$ cat src/rtl/ahb_bus_arbiter.sv
// rtl/ahb_bus_arbiter.sv - round-robin AHB bus arbiter with burst and lock hold
//
// Shares the AHB address/data bus (and the ahb2apb bridge behind it) among
// NUM_MASTERS masters. The bus parks on DEFAULT_MASTER when nobody requests.
// Ownership is held for the full length of fixed-length bursts and while the
// address-phase owner keeps HLOCK and HBUSREQ asserted.
//
// Ports:
//   HCLK       in   AHB clock
//   HRST_N     in   asynchronous active-low reset
//   HBUSREQ    in   per-master bus request
//   HLOCK      in   per-master locked-transfer request
//   HTRANS     in   address-phase transfer type of the current owner
//   HBURST     in   address-phase burst type of the current owner
//   HREADY     in   bus-wide ready; all state advances only when high
//   HGRANT     out  one-hot grant, registered
//   HMASTER    out  index of the address-phase owner, registered
//   HMASTLOCK  out  current address phase belongs to a locked sequence

module ahb_bus_arbiter #(
  parameter int NUM_MASTERS    = 4,
  parameter int DEFAULT_MASTER = 0
) (
  input  logic                   HCLK,
  input  logic                   HRST_N,
  input  logic [NUM_MASTERS-1:0] HBUSREQ,
  input  logic [NUM_MASTERS-1:0] HLOCK,
  input  logic [1:0]             HTRANS,
  input  logic [2:0]             HBURST,
  input  logic                   HREADY,
  output logic [NUM_MASTERS-1:0] HGRANT,
  output logic [3:0]             HMASTER,
  output logic                   HMASTLOCK
);

  localparam int IDX_W = $clog2(NUM_MASTERS);
  localparam logic [IDX_W-1:0]       DEF_IDX   = IDX_W'(DEFAULT_MASTER);
  localparam logic [NUM_MASTERS-1:0] DEF_GRANT = NUM_MASTERS'(1) << DEFAULT_MASTER;

  localparam logic [1:0] TR_IDLE   = 2'b00;
  localparam logic [1:0] TR_BUSY   = 2'b01;
  localparam logic [1:0] TR_NONSEQ = 2'b10;
  localparam logic [1:0] TR_SEQ    = 2'b11;

  typedef enum logic {ST_ARB, ST_BURST} state_t;

  state_t           state, state_nxt;
  logic [3:0]       beat_cnt, beat_cnt_nxt;
  logic [IDX_W-1:0] rr_ptr, rr_ptr_nxt;
  logic [IDX_W-1:0] grant_idx, grant_idx_nxt;
  logic [IDX_W-1:0] owner_idx;

  logic             rr_found;
  logic [IDX_W-1:0] rr_idx;
  logic             lock_hold;
  logic [IDX_W-1:0] arb_idx, arb_ptr;
  logic             fixed_burst;
  logic [3:0]       burst_len_m1;
  logic             do_arb;

  assign owner_idx = HMASTER[IDX_W-1:0];

  // Encode the registered one-hot grant.
  always_comb begin
    grant_idx = '0;
    for (int i = 0; i < NUM_MASTERS; i++) begin
      if (HGRANT[i]) grant_idx = IDX_W'(i);
    end
  end

  // First requester strictly after the pointer, wrapping around.
  always_comb begin
    rr_found = 1'b0;
    rr_idx   = rr_ptr;
    for (int k = 1; k <= NUM_MASTERS; k++) begin
      if (!rr_found && HBUSREQ[IDX_W'((int'(rr_ptr) + k) % NUM_MASTERS)]) begin
        rr_found = 1'b1;
        rr_idx   = IDX_W'((int'(rr_ptr) + k) % NUM_MASTERS);
      end
    end
  end

  // Grant selection used whenever the arbiter is free to move the bus.
  // The lock test looks at the address-phase owner, not the pending grant.
  always_comb begin
    lock_hold = HLOCK[owner_idx] & HBUSREQ[owner_idx];
    arb_idx   = DEF_IDX;
    arb_ptr   = rr_ptr;
    if (lock_hold) begin
      arb_idx = grant_idx;
    end else if (rr_found) begin
      arb_idx = rr_idx;
      arb_ptr = rr_idx;
    end
  end

  // WRAP4/INCR4 -> 3, WRAP8/INCR8 -> 7, WRAP16/INCR16 -> 15 remaining SEQ beats.
  always_comb begin
    fixed_burst  = HBURST[2] | HBURST[1];
    burst_len_m1 = 4'd0;
    case (HBURST[2:1])
      2'b01:   burst_len_m1 = 4'd3;
      2'b10:   burst_len_m1 = 4'd7;
      2'b11:   burst_len_m1 = 4'd15;
      default: burst_len_m1 = 4'd0;
    endcase
  end

  always_comb begin
    state_nxt     = state;
    beat_cnt_nxt  = beat_cnt;
    rr_ptr_nxt    = rr_ptr;
    grant_idx_nxt = grant_idx;
    do_arb        = 1'b0;

    case (state)
      ST_ARB: begin
        if (HTRANS == TR_NONSEQ && fixed_burst) begin
          state_nxt    = ST_BURST;
          beat_cnt_nxt = burst_len_m1;
        end else begin
          do_arb = 1'b1;
        end
      end
      ST_BURST: begin
        case (HTRANS)
          TR_SEQ: begin
            // Last address beat: hand over so the next owner is granted
            // during the final data phase.
            if (beat_cnt == 4'd1) begin
              state_nxt    = ST_ARB;
              beat_cnt_nxt = 4'd0;
              do_arb       = 1'b1;
            end else begin
              beat_cnt_nxt = beat_cnt - 4'd1;
            end
          end
          TR_BUSY: begin
          end
          default: begin
            // IDLE or NONSEQ ends the burst early.
            state_nxt    = ST_ARB;
            beat_cnt_nxt = 4'd0;
            do_arb       = 1'b1;
          end
        endcase
      end
      default: begin
        state_nxt    = ST_ARB;
        beat_cnt_nxt = 4'd0;
      end
    endcase

    if (do_arb) begin
      grant_idx_nxt = arb_idx;
      rr_ptr_nxt    = arb_ptr;
    end
  end

  always_ff @(posedge HCLK or negedge HRST_N) begin
    if (!HRST_N) begin
      state     <= ST_ARB;
      beat_cnt  <= 4'd0;
      rr_ptr    <= DEF_IDX;
      HGRANT    <= DEF_GRANT;
      HMASTER   <= 4'(DEFAULT_MASTER);
      HMASTLOCK <= 1'b0;
    end else if (HREADY) begin
      state     <= state_nxt;
      beat_cnt  <= beat_cnt_nxt;
      rr_ptr    <= rr_ptr_nxt;
      HGRANT    <= NUM_MASTERS'(1) << grant_idx_nxt;
      HMASTER   <= 4'(grant_idx);
      HMASTLOCK <= HLOCK[grant_idx];
    end
  end

endmodule

$ cat config.mk
export PLATFORM = sky130hd
export DESIGN_NAME = ahb_bus_arbiter
export DESIGN_NICKNAME = d
export VERILOG_FILES = /design/src/rtl/ahb_bus_arbiter.sv
export SDC_FILE = /design/constraint.sdc
export NUM_CORES = 1
export LEC_CHECK = 0
export CORE_AREA = 2 2 49 51
export DETAILED_ROUTE_END_ITERATION = 12
export DIE_AREA = 0 0 51 53
export PLACE_DENSITY = 0.79
export SLEW_MARGIN = 10
export SYNTH_ARGS = -nofsm -noshare
export SYNTH_HDL_FRONTEND = slang
export SYNTH_SLANG_ARGS = --single-unit
$ cat constraint.sdc
create_clock -name HCLK -period 2.7 [get_ports HCLK]
set_clock_uncertainty 0.15 [all_clocks]
set_input_delay 0.81 -clock HCLK [delete_from_list [all_inputs] [get_ports HCLK]]
set_output_delay 0.81 -clock HCLK [all_outputs]
set_load 0.05 [all_outputs]
==> results.cfg, run 1 <==
[run_status]
status = completed

[pwr]
leakagePower_nw = 0.561
seqPwrFrac_pct = 34.0
p_int_uw = 682
swShare_pct = 45.8
peakVddDrop_v = 0.000432
pwr-share-clk_pct = 11.7
switchingPower_uw = 577
power.density_nw_per_um2 = 957
combinationalPowerShare_pct = 54.2

[grt]
grtUsageTotal_pct = 17.9
grt_overflow = 0
grt_pass1_wl_um = 3580
antenna_found_initial = 0
grt_max_degree = 19
grt_pass1_vias = 873

[critical_path]
crit_type = flop to output port
crit_path_end_kind = output port
cp_top_family = buffers and inverters
critical-path-slowest-cell = clkdlybuf4s50_1
path_buf_inv = 1
r2r-end = HGRANT[3]
rrSetupSlack_ns = 0.73
critPathMaxStageDelay_ns = 0.86
cp_data_arrival_time_ns = 1.62
reg2reg_from = beat_cnt[1]
path_cells = clkdlybuf4s50_1
crit_fanout = 8
crit_required_ns = 1.74
critPathLaunchType = flop
reg2reg_depth = 6

[layout]
multi_input_area_sq_um = 567
final_layout_size_suffix_gt1_share_pct = 13.9
final_cell_mix = 21 x clkdlybuf4s50_1, 13 x dfrtp_1, 11 x buf_4, 10 x a21oi_1
final_common_cell = clkdlybuf4s50_1
regArea_sq_um = 352
nets = 163
fillers = 203
design_area_sq_um = 1320
area_growth_pct = 34.5
diodes = 0

[logic_synthesis]
yosys.cell_types.count = 43
synth_seq_cells = 14
syn_avg_cell_area_sq_um = 8.66
synthFlopType = dfrtp_1
synth_area_leaders = dfrtp_1 33%, a21oi_1 5.1%, o21ai_0 4.6%
synth_top_area_share_pct = 33.2
syn_area_sq_um = 978
yosysSeqAreaShare_pct = 35.9
yosys_warnings = 0
synthArstFlopShare_pct = 100
synth_edf_count = 0
syn_inst = 113
synth.largest_area_cell = dfrtp_1

[worst_hold_path]
hold_start = beat_cnt[3]
min_path_type = flop to flop
hold-path-endpoint = beat_cnt[3]
min_path_cells = 1

[cts]
clk_pin_slew_ns = 0.08
cts-hold-fix-buffers = 0
ctsResizeCount = 0
htree_levels = 1
insertion_delay_ns = 0.28
post_cts_buffers = 0
cts_buffers = 3
cts-root-buf = clkbuf_4
clk_path_buf_depth = 2
tritoncts = yes
clock_sinks = 14

[timing]
rsz0062_at_grt = false
fin_hold_ws_ns = 0.389
hold_violations = 0
worstMarginPinSlew_ns = 0.646
period_share_pct = 95.7
relSlewSlack_pct = 56.8
fin_ws_ns = 0.117
final-max-slew-violation-count = 0
min_period_ns = 2.58
max_freq_mhz = 387
setup-violations-final = 0

[placement]
place_area_sq_um = 1280
place.port_buffers = 21
post-place-ws_ns = -0.0737
hpwl_um = 1780
gp_congestion = 0.816

[routing]
finalWirelength_um = 2230
antenna_left = 0
drt-pass1-iter-count = 4
wl_per_cell_um = 13.0
drc = 0
vias = 959
vias_per_cell = 5.58
drt_iter0_drc = 19

[floorplanning]
die_y_um = 53
initial_core_util_pct = 45.5
design.core.area_sq_um = 2150
fp-row-count = 17
ios = 25
dieArea_sq_um = 2700
die_w_um = 51

[job]
drv_cap = 0
## registers in the layout (all words and copies together) (netlist names)
register / count
HGRANT: 4
HMASTER: 2
HMASTLOCK: 1
beat_cnt: 4
rr_ptr: 2
state: 1
## cell families after synthesis
kind of cell / synth area share [%]
adders and majority gates: 2.56
other: 0.383
muxes: 6.52
buffers and inverters: 6.52
DFF: 35.9
and+or+nand+nor: 19.4
AOI/OAI and AO/OA: 28.6
## power by group through the flow
stage / registers [mW] / logic [mW] / clock network (mW)
finish: 0.429 / 0.683 / 0.148
global route: 0.443 / 0.739 / 0.168
CTS: 0.426 / 0.687 / 0.153
detailed placement: 0.429 / 0.686 / 0
global placement: 0.421 / 0.666 / 0
floorplan: 0.549 / 0.330 / 0
## layout make-up
cell class              instances  share of cell area, %
clock buffers                   4                   2.76
multi-input cells              85                   43.1
flip-flops and latches         14                   26.7
repair buffers                 32                   22.2
well taps                      28                   2.66
inverters                       9                   2.57
## cell usage after synthesis (2+ instances only)
cell type,count
ha_1,2
o21ai_0,9
a31oi_1,2
o2bb2ai_1,3
mux2i_1,3
buf_4,2
mux2_1,2
clkbuf_1,4
a21oi_1,10
nor2b_1,3
o22ai_1,2
nand4_1,2
nand2b_1,2
nand3_1,3
nor2_1,9
dfrtp_1,13
nand4b_1,2
inv_1,9
nand2_1,7
## worst max-delay path by stage
stage           endpoint      start  depth (start not counted)  slack, ns
3_3_place_gp   HGRANT[3]  HBURST[1]                          6      -0.04
4_1_cts        HGRANT[3]  HGRANT[3]                          1       0.11
6_report       HGRANT[3]  HGRANT[3]                          1       0.12
2_1_floorplan  HGRANT[3]  HBURST[1]                          5       0.38
3_5_place_dp   HGRANT[3]  HBURST[1]                          6      -0.07
5_1_grt        HGRANT[3]  HGRANT[3]                          1       0.04
## metrics by stage
| stage | TNS (ns) | util (%) | instances | power [mW] |
|---|---|---|---|---|
| 6_report | 0 | 61.3 | 172 | 1.26 |
| 5_1_grt | 0 | 61.3 | 172 | 1.35 |
| 3_5_place_dp | -0.159 | 59.6 | 168 | 1.12 |
| 3_3_place_gp | -0.0647 | 59.6 | 168 | 1.09 |
| 4_1_cts | 0 | 61.3 | 172 | 1.27 |
| 2_1_floorplan | 0 | - | 114 | 0.879 |
## routing by layer
metal,GRT usage [%],up-vias,wire [um]
met3,2.54,2,74
met2,33.5,21,1200
li1,-,476,-
met4,8.56,0,14
met5,0,-,0
met1,19.8,460,947
No activity file was read; power rests on OpenSTA's default activity.
==> run 2, diff against run 1 <==
Settings changed: CORE_AREA 2 2 49 51 to 2 2 48 50, CTS_BUF_LIST from default to sky130_fd_sc_hd__clkbuf_4, DIE_AREA 0 0 51 53 to 0 0 50 52, PLACE_DENSITY 0.79 to 0.82.
==> run 2 against run 1 <==
Wire length rose by 2.1%. Flip-flop and latch count did not move. Clock-buffer cell count is 1 lower. Combinational power is 1% higher. Register-to-register slack barely moved. Cell area shrank 0.19%. Non-clock buffer count rose by 1. Power fell by 1.8%. Hold slack improved by 0.0051 ns. Critical path type unchanged. Largest cell class unchanged.
==> results.cfg, run 2 (synthesis results as in run 1) <==
[run_status]
status = completed

[floorplanning]
die_y_um = 52
fp-row-count = 17
design.core.area_sq_um = 2110
initial_core_util_pct = 46.5
die_w_um = 50
dieArea_sq_um = 2600
ios = 25

[critical_path]
rrSetupSlack_ns = 0.72
critPathLaunchType = flop
critPathMaxStageDelay_ns = 0.86
path_cells = clkdlybuf4s50_1
crit_path_end_kind = output port
cp_top_family = buffers and inverters
crit_type = flop to output port
crit_required_ns = 1.74
cp_data_arrival_time_ns = 1.64
critical-path-slowest-cell = clkdlybuf4s50_1
crit_fanout = 8
path_buf_inv = 1

[worst_hold_path]
min_path_type = flop to flop

[cts]
post_cts_buffers = 0
ctsResizeCount = 0
cts-root-buf = clkbuf_4
htree_levels = 1
cts-hold-fix-buffers = 0
insertion_delay_ns = 0.27
tritoncts = yes
cts_buffers = 3
clk_path_buf_depth = 2
clock_sinks = 14
clk_pin_slew_ns = 0.08

[routing]
drt-pass1-iter-count = 4
vias = 960
finalWirelength_um = 2280
wl_per_cell_um = 13.2
drt_iter0_drc = 13
drc = 0
vias_per_cell = 5.55
antenna_left = 0

[layout]
nets = 164
area_growth_pct = 34.3
fillers = 181
final_layout_size_suffix_gt1_share_pct = 13.8
final_common_cell = clkdlybuf4s50_1
final_cell_mix = 21 x clkdlybuf4s50_1, 13 x dfrtp_1, 12 x buf_4, 10 x a21oi_1
reg_top3 = HGRANT x4, beat_cnt x4
diodes = 0

[grt]
grtUsageMet3_pct = 2.59
busiest_layer = met2
met1_usage_pct = 22.7
use_met2_pct = 36.6
antenna_found_initial = 0
grt_max_degree = 19
grtUsageTotal_pct = 20.0
grt_overflow = 0
grt_pass1_wl_um = 4000
grt_pass1_vias = 948

[timing]
setup-violations-final = 0
hold_violations = 0
fin_hold_ws_ns = 0.395
final-max-slew-violation-count = 0
worstMarginPinSlew_ns = 0.607
rsz0062_at_grt = false
min_period_ns = 2.60
period_share_pct = 96.2
max_freq_mhz = 385
relSlewSlack_pct = 59.4

[placement]
place.port_buffers = 21
gp_congestion = 0.817
hpwl_um = 1810

[pwr]
power.density_nw_per_um2 = 942
leakagePower_nw = 0.560
totalPowerFinal_mw = 1.24
peakVddDrop_v = 0.000651

[job]
drv_cap = 0
==> run 2: cell types whose count changed in the layout (fill, tap and decap cells not counted) <==
| cell | delta |
|---|---|
| buf_4 | +1 |
| clkinv_1 | +1 |
| clkbuf_8 | -1 |
==> run 2: through the flow <==
step	area [sq um]	setup TNS (ns)	std cells	setup WS, ns	util, %
after floorplan	982	0	114	0.382	-
after detailed placement	1290	-0.142	169	-0.0676	61.1
after global routing	1310	0	173	0.0556	62.4
after global placement	1290	-0.0577	169	-0.0404	61.1
final	1310	0	173	0.102	62.4
after CTS	1310	0	173	0.106	62.4
==> run 2: per-layer routing <==
layer	vias up	routed length [um]
met4	0	41
met1	455	992
met3	6	51
met5	-	0
li1	480	-
met2	19	1190
==> run 2: where the power goes <==
part	switching, mW	total (mW)	internal, mW	leakage (nW)
clock network	0.0665	0.120	0.0535	0.0154
logic	0.384	0.691	0.307	0.376
registers	0.126	0.426	0.300	0.169
total	0.577	1.24	0.660	0.560
==> run 2: final timing paths <==
| check | cells after the start | endpoint | startpoint |
|---|---|---|---|
| hold / removal | 2 | HMASTLOCK | HMASTLOCK |
| min in group asynchronous | 1 | beat_cnt[0] | HRST_N |
| setup reg to reg | 6 | HGRANT[3] | beat_cnt[1] |
| max in group asynchronous | 1 | HGRANT[3] | HRST_N |
| hold reg to reg | 2 | HMASTLOCK | HMASTLOCK |
| setup / recovery | 1 | HGRANT[3] | HGRANT[3] |
==> run 2: area by class of cell <==
type | instances | area (sq um) | share of cell area (%)
Timing Repair Buffer | 33 | 300 | 22.9
Inverter | 9 | 33.8 | 2.57
Tap cell | 28 | 35.0 | 2.67
Clock inverter | 1 | 3.75 | 0.286
Clock buffer | 3 | 22.5 | 1.71
Sequential cell | 14 | 352 | 26.8
Multi-Input combinational cell | 85 | 567 | 43.1
==> run 3, diff against run 2 <==
Settings changed: CAP_MARGIN from default to 20, REMOVE_ABC_BUFFERS from default to 1.
==> run 3 against run 2 <==
Cell count unchanged. Utilization stayed put. Largest power group unchanged. Cell area stayed put. Hold slack got worse by 0.020 ns. Largest cell class unchanged. Non-clock buffer count is the same.
==> results.cfg, run 3 (synthesis results as in run 1) <==
[run_status]
status = completed

[critical_path]
crit_type = flop to output port
crit_required_ns = 1.74
critPathMaxStageDelay_ns = 0.87
path_buf_inv = 1
cp_data_arrival_time_ns = 1.63
rrSetupSlack_ns = 0.74
r2r-end = HGRANT[2]
reg2reg_from = beat_cnt[1]
crit_cells = 1
cp_top_family = buffers and inverters
reg2reg_depth = 7
critPathLaunchType = flop
critical-path-slowest-cell = clkdlybuf4s50_1
crit_fanout = 8
path_cells = clkdlybuf4s50_1
crit_path_end_kind = output port

[floorplanning]
design.core.area_sq_um = 2110
fp-row-count = 17
die_y_um = 52
die_w_um = 50
ios = 25
dieArea_sq_um = 2600
initial_core_util_pct = 46.5

[layout]
diodes = 0
final_cell_mix = 21 x clkdlybuf4s50_1, 13 x dfrtp_1, 12 x buf_4, 10 x a21oi_1
final_common_cell = clkdlybuf4s50_1
final_layout_size_suffix_gt1_share_pct = 13.8
nets = 164
area_growth_pct = 34.3
reg_top3 = HGRANT x4, beat_cnt x4

[worst_hold_path]
hold_start = beat_cnt[3]
min_path_cells = 1
hold-path-endpoint = beat_cnt[3]
min_path_type = flop to flop

[routing]
vias = 950
drt_iter0_drc = 23
wl_per_cell_um = 12.8
highest_layer = met4
drc = 0
wl_met1_um = 987
antenna_left = 0
met2_length_um = 1130
drt-pass1-iter-count = 4
vias_per_cell = 5.49
finalWirelength_um = 2220
met3_length_um = 69

[placement]
gp_congestion = 0.808
place.port_buffers = 21
hpwl_um = 1750

[cts]
clk_path_buf_depth = 2
post_cts_buffers = 0
htree_levels = 1
ctsResizeCount = 0
clock_sinks = 14
clk_pin_slew_ns = 0.08
cts_buffers = 3
tritoncts = yes
cts-hold-fix-buffers = 0
cts-root-buf = clkbuf_4
insertion_delay_ns = 0.27

[timing]
fin_hold_ws_ns = 0.374
final-max-slew-violation-count = 0
rsz0062_at_grt = false
hold_violations = 0
tns_ns = 0
relSlewSlack_pct = 57.6
period_share_pct = 96.0
max_freq_mhz = 386
setup-violations-final = 0
min_period_ns = 2.59
worstMarginPinSlew_ns = 0.633

[grt]
grt_overflow = 0
grt_max_degree = 19
grt_pass1_vias = 910
antenna_found_initial = 0
grtUsageTotal_pct = 18.5
grt_pass1_wl_um = 3760

[pwr]
power.density_nw_per_um2 = 944
leakagePower_nw = 0.560
switchingPower_uw = 579
seqPwrFrac_pct = 34.4
pwr-share-clk_pct = 9.6
combinationalPowerShare_pct = 56.0
swShare_pct = 46.7
p_int_uw = 661
peakVddDrop_v = 0.000577

[job]
drv_cap = 0
-- run 3: power by group through the flow --
stage	sequential [mW]	combinational, mW	clock, mW
after floorplan	0.572	0.294	0
after global placement	0.420	0.677	0
after detailed placement	0.429	0.700	0
after CTS	0.425	0.701	0.121
after global routing	0.444	0.757	0.129
final	0.427	0.695	0.119
-- run 3: worst max path at each step --
stage	startpoint	to	slack [ns]
final	HGRANT[3]	HGRANT[3]	0.11
after global routing	HGRANT[3]	HGRANT[3]	0.07
after CTS	HGRANT[3]	HGRANT[3]	0.10
after detailed placement	HBURST[1]	HGRANT[3]	-0.03
after global placement	HTRANS[0]	HGRANT[3]	-0.006
after floorplan	HBURST[1]	HGRANT[3]	0.38
-- run 3: area by class of cell --
class / count / area, sq um
clock buffers: 3 / 22.5
clock inverters: 1 / 3.75
fillers: 181 / 792
inverters: 9 / 33.8
multi-input cells: 85 / 567
flip-flops and latches: 14 / 352
well taps: 28 / 35.0
repair buffers: 33 / 300
-- run 3: metal layers --
layer  GRT usage, %  up-vias
met5              0        -
met4           5.56        0
met3           2.87        4
met2           34.0       19
met1           22.0      450
li1               -      477
-- run 3: stage by stage --
stage | utilization (%) | power, mW | area (sq um) | worst slack, ns | cells
global route | 62.4 | 1.33 | 1310 | 0.0650 | 173
CTS | 62.4 | 1.25 | 1310 | 0.105 | 173
global placement | 61.1 | 1.10 | 1290 | -0.00599 | 169
floorplan | - | 0.866 | 952 | 0.382 | 108
finish | 62.4 | 1.24 | 1310 | 0.108 | 173
detailed placement | 61.1 | 1.13 | 1290 | -0.0334 | 169
